File: src/rtl/ara_pkg.sv
// Shared lane types: instruction-ID width and FU index type used by the mask router.
package ara_pkg;

    localparam int unsigned NrVInsn = 8;
    typedef logic [$clog2(NrVInsn)-1:0] vid_t;

    // Owner entries are sized for the largest lane, so the table layout does not track NrFUs
    localparam int unsigned MaxFUs = 16;
    typedef logic [$clog2(MaxFUs)-1:0] fu_idx_t;

    function automatic int unsigned idx_width(input int unsigned num_idx);
        return (num_idx > 1) ? $unsigned($clog2(num_idx)) : 1;
    endfunction

endpackage

File: src/rtl/fifo_v3.sv
// Per-FU mask FIFO: push and pop may share a cycle even when full (the pop frees the slot).
module fifo_v3 #(
    parameter int unsigned DEPTH = 2,
    parameter type         dtype = logic [7:0]
) (
    input  logic clk_i,
    input  logic rst_i,
    input  logic push_i,
    input  dtype data_i,
    input  logic pop_i,
    output dtype data_o,
    output logic empty_o,
    output logic full_o
);

    localparam int unsigned PtrW = (DEPTH > 1) ? $clog2(DEPTH) : 1;
    localparam int unsigned CntW = $clog2(DEPTH + 1);

    typedef logic [PtrW-1:0] ptr_t;

    dtype            mem_q [DEPTH];
    ptr_t            rd_ptr_q;
    ptr_t            wr_ptr_q;
    logic [CntW-1:0] usage_q;

    function automatic ptr_t ptr_inc(input ptr_t p);
        return (p == ptr_t'(DEPTH - 1)) ? '0 : p + ptr_t'(1);
    endfunction

    assign empty_o = (usage_q == '0);
    assign full_o  = (usage_q == CntW'(DEPTH));
    assign data_o  = mem_q[rd_ptr_q];

    always_ff @(posedge clk_i or posedge rst_i) begin
        if (rst_i) begin
            rd_ptr_q <= '0;
            wr_ptr_q <= '0;
            usage_q  <= '0;
        end else begin
            if (push_i) wr_ptr_q <= ptr_inc(wr_ptr_q);
            if (pop_i)  rd_ptr_q <= ptr_inc(rd_ptr_q);
            case ({push_i, pop_i})
                2'b10:   usage_q <= usage_q + CntW'(1);
                2'b01:   usage_q <= usage_q - CntW'(1);
                default: usage_q <= usage_q;
            endcase
        end
    end

    // Storage is data only; validity is carried by usage_q
    always_ff @(posedge clk_i) begin
        if (push_i) mem_q[wr_ptr_q] <= data_i;
    end

endmodule

File: src/rtl/vfu_mask_router.sv
// Routes tagged mask beats to the FU that owns the beat's instruction ID, with per-FU buffering.
// Optional same-cycle pass-through to an idle, ready FU: define ARA_MASK_ROUTER_BYPASS_EN.
module vfu_mask_router
    import ara_pkg::*;
#(
    parameter int unsigned NrFUs        = 2,
    parameter int unsigned MaskBufDepth = 2,
    parameter type         strb_t       = logic [7:0]
) (
    input  logic                           clk_i,
    input  logic                           rst_i,
    input  logic                           bind_valid_i,
    input  vid_t                           bind_id_i,
    input  logic [idx_width(NrFUs)-1:0]    bind_fu_i,
    input  logic [NrFUs-1:0][NrVInsn-1:0]  fu_vinsn_done_i,
    input  strb_t                          mask_i,
    input  vid_t                           mask_id_i,
    input  logic                           mask_valid_i,
    output logic                           mask_ready_o,
    output strb_t [NrFUs-1:0]              fu_mask_o,
    output logic [NrFUs-1:0]               fu_mask_valid_o,
    input  logic [NrFUs-1:0]               fu_mask_ready_i,
    output logic                           bind_conflict_o
);

    logic [NrVInsn-1:0] owned_q;
    logic [NrVInsn-1:0] owned_d;
    fu_idx_t            owner_q [NrVInsn];
    logic [NrVInsn-1:0] done_any;

    logic    fwd;
    logic    hit;
    fu_idx_t target;

    logic [NrFUs-1:0] sel;
    logic [NrFUs-1:0] space;
    logic [NrFUs-1:0] bypass;
    logic [NrFUs-1:0] buf_push;
    logic [NrFUs-1:0] buf_pop;
    logic [NrFUs-1:0] buf_empty;
    logic [NrFUs-1:0] buf_full;
    strb_t [NrFUs-1:0] buf_head;

    always_comb begin
        done_any = '0;
        for (int k = 0; k < NrFUs; k++) done_any = done_any | fu_vinsn_done_i[k];
    end

    // A same-cycle bind overrides a done on the same ID: the ID has been reused
    always_comb begin
        owned_d = owned_q & ~done_any;
        if (bind_valid_i) owned_d[bind_id_i] = 1'b1;
    end

    always_ff @(posedge clk_i or posedge rst_i) begin
        if (rst_i) begin
            owned_q         <= '0;
            bind_conflict_o <= 1'b0;
        end else begin
            owned_q <= owned_d;
            if (bind_valid_i && owned_q[bind_id_i] && !done_any[bind_id_i])
                bind_conflict_o <= 1'b1;
        end
    end

    always_ff @(posedge clk_i) begin
        if (bind_valid_i) owner_q[bind_id_i] <= fu_idx_t'(bind_fu_i);
    end

    // Lookup sees a bind issued in the same cycle as the beat it tags
    always_comb begin
        fwd    = bind_valid_i && (bind_id_i == mask_id_i);
        target = fwd ? fu_idx_t'(bind_fu_i) : owner_q[mask_id_i];
        hit    = (fwd || owned_q[mask_id_i]) && (32'(target) < NrFUs);
    end

    always_comb begin
        sel             = '0;
        space           = '0;
        bypass          = '0;
        buf_push        = '0;
        buf_pop         = '0;
        fu_mask_valid_o = '0;
        fu_mask_o       = '0;
        for (int k = 0; k < NrFUs; k++) begin
            sel[k]   = (target == fu_idx_t'(k));
            space[k] = !buf_full[k] || (fu_mask_ready_i[k] && !buf_empty[k]);
        end
        mask_ready_o = !rst_i && mask_valid_i && hit && |(sel & space);
        for (int k = 0; k < NrFUs; k++) begin
`ifdef ARA_MASK_ROUTER_BYPASS_EN
            bypass[k] = mask_ready_o && sel[k] && buf_empty[k] && fu_mask_ready_i[k];
`else
            bypass[k] = 1'b0;
`endif
            buf_push[k]        = mask_ready_o && sel[k] && !bypass[k];
            buf_pop[k]         = fu_mask_ready_i[k] && !buf_empty[k];
            fu_mask_valid_o[k] = !buf_empty[k] || bypass[k];
            if (bypass[k])          fu_mask_o[k] = mask_i;
            else if (!buf_empty[k]) fu_mask_o[k] = buf_head[k];
        end
    end

    for (genvar k = 0; k < NrFUs; k++) begin : gen_fu_buf
        fifo_v3 #(
            .DEPTH (MaskBufDepth),
            .dtype (strb_t)
        ) i_mask_buf (
            .clk_i   (clk_i),
            .rst_i   (rst_i),
            .push_i  (buf_push[k]),
            .data_i  (mask_i),
            .pop_i   (buf_pop[k]),
            .data_o  (buf_head[k]),
            .empty_o (buf_empty[k]),
            .full_o  (buf_full[k])
        );
    end

endmodule

File: config.mk
export PLATFORM = sky130hd
export DESIGN_NAME = vfu_mask_router
export DESIGN_NICKNAME = d
export VERILOG_FILES = /design/src/rtl/ara_pkg.sv /design/src/rtl/fifo_v3.sv /design/src/rtl/vfu_mask_router.sv
export SDC_FILE = /design/constraint.sdc
export NUM_CORES = 1
export LEC_CHECK = 0
export CAP_MARGIN = 20
export CORE_MARGIN = 4
export CORE_UTILIZATION = 46
export CTS_BUF_LIST = sky130_fd_sc_hd__clkbuf_4 sky130_fd_sc_hd__clkbuf_8 sky130_fd_sc_hd__clkbuf_16
export DETAILED_ROUTE_END_ITERATION = 8
export GPL_TIMING_DRIVEN = 0
export PLACE_DENSITY = 0.8
export SLEW_MARGIN = 10
export SYNTH_ARGS = -nofsm -noshare
export SYNTH_HDL_FRONTEND = slang
export SYNTH_HIERARCHICAL = 1
export SYNTH_SLANG_ARGS = --single-unit
File: constraint.sdc
create_clock -name clk_i -period 2.3 [get_ports clk_i]
set_input_delay 0.46 -clock clk_i [delete_from_list [all_inputs] [get_ports clk_i]]
set_output_delay 0.46 -clock clk_i [all_outputs]
set_load 0.01 [all_outputs]
# --- After elaboration in Yosys (flattened, before gate mapping) ---
# Memories as Yosys holds them, arrays and structs flattened.
# Cells that the tools add are included.
totals:
  ff_bits: 17
  ram_bits: 40
  inputBits: 37
  output_inout_bits: 20
  word_cells: 87
  memories: 3
classes:
  n_addsub: 8
  n_lt_le_gt_ge: 4
  eq_ne: 8
  n_mux: 24
  bitwise_logic: 5
  reduce_logical: 27
memory_table:
  columns: ["memory", "words", "word_bits", "rd", "rd_clocked_by_memory_dff", "wr", "line_no", "source"]
  rows:
  - ["gen_fu_buf[0].i_mask_buf.mem_q", 2, 8, 1, 0, 1, "fifo_v3.sv:21", "dtype mem_q [DEPTH];"]
  - ["gen_fu_buf[1].i_mask_buf.mem_q", 2, 8, 1, 0, 1, "fifo_v3.sv:21", null]
  - ["owner_q", 8, 1, 1, 0, 1, "vfu_mask_router.sv:28", "fu_idx_t owner_q [NrVInsn];"]
op_table:
  columns: ["cell", "n"]
  rows:
  - ["$mux W8", 3]
  - ["$or A8 B8 Y8", 2]
  - ["$mux W1", 14]
  - ["$logic_and A1 B1 Y1", 12]
  - ["$bmux W1 S3", 3]
  - ["$and A8 B8 Y8", 1]
  - ["$eq A2 B2 Y1 const B", 4]
  - ["$lt A3 B4 Y1 const B", 2]
  - ["$not A8 Y8", 1]
  - ["$pmux W2 S2", 2]
  - ["$logic_not A1 Y1", 6]
  - ["$add A1 B1 Y1 const B", 4]
  - ["$add A2 B1 Y2 const B", 2]
  - ["$eq A2 B1 Y1 const B", 2]
  - ["$eq A4 B1 Y1 const B", 1]
  - ["$logic_not A2 Y1", 2]
  - ["$logic_not A4 Y1", 1]
  - ["$lt A4 B2 Y1 const B", 1]
  - ["$mux W4", 1]
  - ["$reduce_bool A2 Y1", 2]
  - ["$sub A2 B1 Y2 const B", 2]
  - ["$demux W1 S3", 1]
  - ["$eq A3 B3 Y1", 1]
  - ["$ge A3 B1 Y1 const B", 1]
  - ["other kinds (3)", 5]

# --- Depth between registers and ports, before layout ---
depth:
  depth_word: 10
  ltp_mapped: 11
  depth_no_buf: 10

# --- Cells and area by module ---
# Netlist, hierarchy kept.
modules_own_cells:
  columns: ["module", "instances", "cells_each", "area_each_um2", "seq_area_each_um2"]
  rows:
  - ["fifo_v3", 2, 42, 765.7, 580.6]
  - ["vfu_mask_router", 1, 117, 1126.1, 465.4]

# --- Worst setup path after synthesis ---
# Ideal clock, no wire load.
synth_path:
  path_kind: "input to register"
  from: "in mask_id_i[0]"
  to: "mem gen_fu_buf[0].i_mask_buf/mem_q[0][0] (netlist bit) (enable)"
  setup_time_ns: 0.370
  t_arrival_ns: 2.174
  required_time_ns: 1.930
  slack_ns: -0.244
  path_stages: 7
  path_buffers: 0
  cell_sequence: "mux4_2 -> or2_4 -> nand2_1 -> nand3_1 -> a221oi_1 -> inv_1 -> nor2_1"
synth_between:
  elab_chain_len: 10
  word_cells_on_any_way: 18
  cone_classes: "order compare: 1; eq/ne: 2; mux: 5; bitwise: 1; reduce/logical: 8; memory: 1"
synth_rtl:
  columns: ["element", "line_no", "source"]
  rows:
  - ["start: declaration", "vfu_mask_router.sv:17", "input vid_t mask_id_i,"]
  - ["branches (longest 7 deep; another with $lt A4 B2 Y1)", null, null]
  - ["$logic_and A1 B1 Y1 *", "vfu_mask_router.sv:96", "buf_push[k] = mask_ready_o && sel[k] && !bypass[k];"]
  - ["via buf_push[0]", "vfu_mask_router.sv:38", "logic [NrFUs-1:0] buf_push;"]
  - ["$mux W1 *", "fifo_v3.sv:52", "if (push_i) mem_q[wr_ptr_q] <= data_i;"]
  - ["$mux W1 (implied by the code) *", "fifo_v3.sv:52", null]
  - ["end: declaration", "fifo_v3.sv:21", null]
# Mark *: on every way through the listed nets, which the timed path passes. The select of a mux whose other input is x is not followed.

# --- Final worst setup path ---
layout_path:
  from: "mem owner_q[3] (netlist bit)"
  to: "out mask_ready_o"
layout_between:
  elab_chain_len: 6
  word_cells_on_any_way: 10
  cone_classes: "order compare: 1; eq/ne: 1; mux: 1; bitwise: 1; reduce/logical: 5; memory: 1"
layout_rtl:
  columns: ["element", "line_no", "source"]
  rows:
  - ["start: declaration", "vfu_mask_router.sv:28", null]
  - ["$mem_v2 Z8 W1 *", null, null]
  - ["$mux W4 *", "vfu_mask_router.sv:73", "target = fwd ? fu_idx_t'(bind_fu_i) : owner_q[mask_id_i];"]
  - ["$lt A4 B2 Y1, or another cell as far along", "vfu_mask_router.sv:74", "hit = (fwd || owned_q[mask_id_i]) && (32'(target) < NrFUs);"]
  - ["$logic_and A1 B1 Y1 / $and A2 B2 Y2 (equally long branches)", "vfu_mask_router.sv:74, vfu_mask_router.sv:89", null]
  - ["$logic_and A1 B1 Y1 / $reduce_or A2 Y1 (equally long branches)", "vfu_mask_router.sv:89", "mask_ready_o = !rst_i && mask_valid_i && hit && |(sel & space);"]
  - ["$logic_and A1 B1 Y1 *", "vfu_mask_router.sv:89", null]
  - ["end: declaration", "vfu_mask_router.sv:19", "output logic mask_ready_o,"]
# Every way passes the cells marked *; elsewhere a longest branch is shown, timed or not.

==> results by group <==
Setup path
  – Crit-path leading delay family: multiplexers
  – Critical Path RT: 1840 ps
  – Reg-to-reg setup timing slack: -70 ps
  – RR Endpoint: gen_fu_buf[0].i_mask_buf/usage_q[1]$_DFFE_PP0P_
  – Crit start category: flip-flop
  – Crit Path Category: reg2out
  – CP arrival: 2110 ps
  – Critical Path End Type: output port
  – Reg2reg path depth: 10
  – RR Startpoint: owner_q[3]$_DFFE_PP_
  – CP bufs+invs: 1
  – Crit path max-delay cell type: mux4_2
  – Cells along the critical path: mux4_2 > or2_4 > a21oi_2 > and3b_1 > o211a_1 > buf_2
  – CP Max Fanout: 5
  – Worst path max stage delay: 480 ps

Cells and area
  – ANT cells: 0
  – Commonest non-fill, non-tap cells in the layout: 44 x clkdlybuf4s50_1, 40 x edfxtp_1, 18 x nor2_1, 18 x mux2_2, 17 x dfrtp_1
  – Area Growth Syn to Fin: 34.75%
  – Final core utilization: 64.63%
  – # nets final: 307
  – Share of post-route cells with drive strength above 1: 24.91%
  – Commonest non-fill, non-tap cell in the layout: clkdlybuf4s50_1

STA
  – Worst slew pin tran: 420.8 ps
  – Final setup fails: 10
  – Max Fclk: 0.3888 GHz
  – Skew final: 5.262 ps
  – Relative slew slack: 71.92%
  – PnR worst setup slack: -271.9 ps
  – Final min period: 2572 ps
  – Final Hold Fails: 0
  – RSZ-0062 raised after global routing: true
  – Tcrit/Tclk final: 111.8%
  – Setup TNS: -459.8 ps
  – Max Transition Viols Final: 0

GRT
  – GR Layer Usage met3: 4.936%
  – Tot GR Track Use: 15.37%
  – Vias in the first global route: 1,748
  – Wire length of the first global-routing pass: 8273 µm
  – Largest net degree at the start of global routing: 13
  – Most Used Layer, Global Route: met2
  – GR met2 Demand/Resource: 23.93%
  – GRT met1 Usage: 19.06%
  – Initial antenna violation count: 0
  – Global route overflow: 0

Synthesis
  – Synth Area in Simple Gates: 14.78%
  – Register area share after synthesis: 61.21%
  – EDFF count, synth: 40
  – Compound-gate portion of the synthesized area: 5.038%
  – Largest family of logic cells by synthesized area: simple AND/OR/NAND/NOR gates
  – Syn Nets: 240
  – Post-Synthesis Cells: 201
  – Asr flop ratio synth: 29.82%
  – Post-synthesis mux area share: 11.39%
  – Xor/xnor cell area share of the yosys netlist: 4.284%
  – Synthesis Warnings: 6
  – Distinct cells, synth: 37
  – Adder-cell area share of the yosys netlist: 0.9416%
  – Synthesis-stage register bit count: 57
  – Avg Cell Area, Syn: 13.22 µm²
  – Main synth FF type: edfxtp_1
  – Syn Std Cell Area: 0.002658 mm²

Clock tree
  – Max Root-Sink Buffers: 2
  – CTS tree: yes
  – Root buffer cell: clkbuf_8
  – Clock Latency Late Sink: 330 ps
  – H-tree depth: 3
  – CTS Buf Count: 9
  – Hold-fix buffers, CTS: 0
  – Worst-path clk slew: 60 ps
  – CTS sink count: 57

Power
  – Maximum vdd drop: 359.5 µV
  – Sw frac: 27.69%
  – Power Dens Cells: 951.2 mW/mm²
  – P_int: 2463 µW
  – Flop pwr share: 37.9%
  – Leakage: 0.001403 µW
  – Clock power frac: 29.1%
  – NetSw: 943.2 µW
  – Comb power frac: 33.0%

Drt
  – DR vias/cell: 5.061
  – Drt first pass iters: 4
  – Drt first-iter violations: 50
  – DR vias: 1,746
  – Antenna viol nets, final: 0
  – Routed Wire Length: 5193 µm
  – Routed len/inst: 15.05 µm
  – Drt drc: 0

Die
  – Starting density of the core: 47.97%
  – Die Y-Extent: 84.01 µm
  – I/O pin total: 57
  – FP Rows: 27
  – Die area: 0.007058 mm²
  – Core Box Area: 0.005540 mm²
  – Die width: 84.01 µm

Min path
  – HP Class: in2async

Job
  – Count of max-cap constraint violations: 0

Run status
  – Failing checks: setup timing
  – Outcome: finished with violations

Placement
  – Port Buf Inserts: 52
  – Hpwl dp: 3803 µm
  – Gp weighted congestion: 0.8426
[layer usage]
metal,wire length (µm),part of all wire [%],vias up
met5,0,0,-
met4,123,2.4,0
met3,270,5.2,12
met2,2556,49,46
met1,2243,43,836
li1,-,-,852
[timing repair]
action,CTS,global route
setup endpoints to repair,55,33
gates resized for setup,21,13
gates cloned,0,0
pin swaps,4,4
buffers inserted,0,4
[power groups by stage]
stage / registers [µW] / logic, µW / clock network [µW]
after global routing: 1300 / 1220 / 1080
after CTS: 1280 / 1100 / 1010
after detailed placement: 1280 / 1080 / 0
final: 1290 / 1120 / 991
after global placement: 1280 / 1060 / 0
after floorplan: 1270 / 619 / 0
[state kept, by name, summed over array words and instances, names as in the netlist]
| register | cells |
|---|---|
| bind_conflict_o | 1 |
| gen_fu_buf.i_mask_buf/mem_q | 32 |
| gen_fu_buf.i_mask_buf/rd_ptr_q | 2 |
| gen_fu_buf.i_mask_buf/usage_q | 4 |
| gen_fu_buf.i_mask_buf/wr_ptr_q | 2 |
| owned_q | 8 |
| owner_q | 8 |
[worst max path at each step]
stage | startpoint | to | slack (ps) | cells past startpoint
4_1_cts | owner_q[3]$_DFFE_PP_ | mask_ready_o | -280 | 6
2_1_floorplan | mask_id_i[0] | gen_fu_buf[0].i_mask_buf/usage_q[1]$_DFFE_PP0P_ | -40 | 10
6_report | owner_q[3]$_DFFE_PP_ | mask_ready_o | -270 | 6
3_3_place_gp | mask_id_i[2] | mask_ready_o | -990 | 6
5_1_grt | owner_q[3]$_DFFE_PP_ | mask_ready_o | -350 | 6
3_5_place_dp | mask_id_i[2] | mask_ready_o | -1000 | 6
[through the flow]
stage | power, µW | area [µm²] | hold WS, ps | worst slack (ps) | instances
after floorplan | 1887 | 2681 | 226.1 | -36.86 | 201
after global placement | 2333 | 3292 | 455.3 | -992.2 | 325
after detailed placement | 2365 | 3292 | 457.9 | -995.2 | 325
after CTS | 3391 | 3527 | 456.7 | -283.9 | 341
after global routing | 3597 | 3581 | 472.3 | -352.4 | 345
final | 3406 | 3581 | 473.2 | -271.9 | 345
[kinds of logic after synthesis]
| logic type | count (synthesis) |
|---|---|
| XOR/XNOR | 13 |
| adder cells (fa/ha/maj) | 2 |
| multiplexers | 23 |
| AND/OR/NAND/NOR | 75 |
| AO/OA/AOI/OAI | 17 |
| buffers and inverters | 14 |
| flip-flops | 57 |
[worst reg2reg max path, delay by kind of cell, from the launching register on]
kind	cells	cell delay (ps)
adders and majority gates	1	180
muxes	1	480
xor gates and xnor gates	2	260
AOI/OAI and AO/OA	1	360
and+or+nand+nor	4	520
DFF	1	380
buffers and inverters	1	120
[cell usage after synthesis (all sizes together) (2+ instances only)]
master | count | area [µm²]
edfxtp | 40 | 1201
nor2 | 22 | 82.58
mux2 | 18 | 202.7
dfrtp | 17 | 425.4
nor2b | 17 | 106.4
nand2 | 14 | 52.55
inv | 8 | 30.03
xnor2 | 7 | 61.31
xor2 | 6 | 52.55
nand2b | 5 | 31.28
o21ai | 5 | 25.02
and2b | 4 | 35.03
mux4 | 4 | 90.09
buf | 3 | 21.27
clkbuf | 3 | 11.26
nand3 | 3 | 15.01
a21o | 2 | 15.01
and2 | 2 | 12.51
ha | 2 | 25.02
nand4 | 2 | 12.51
nor3 | 2 | 10.01
[cell type report]
class                      instances  area [µm²]
buffer                             6       45.04
clock buffer                      10       131.4
clock inverter                     6       82.58
fill                             423        1959
inverter                           8       33.78
multi-input combinational        130        1023
sequential                        57        1627
tap                               72       90.09
timing repair buffer              56       548.0
No activity file was read; power rests on OpenSTA's default activity.
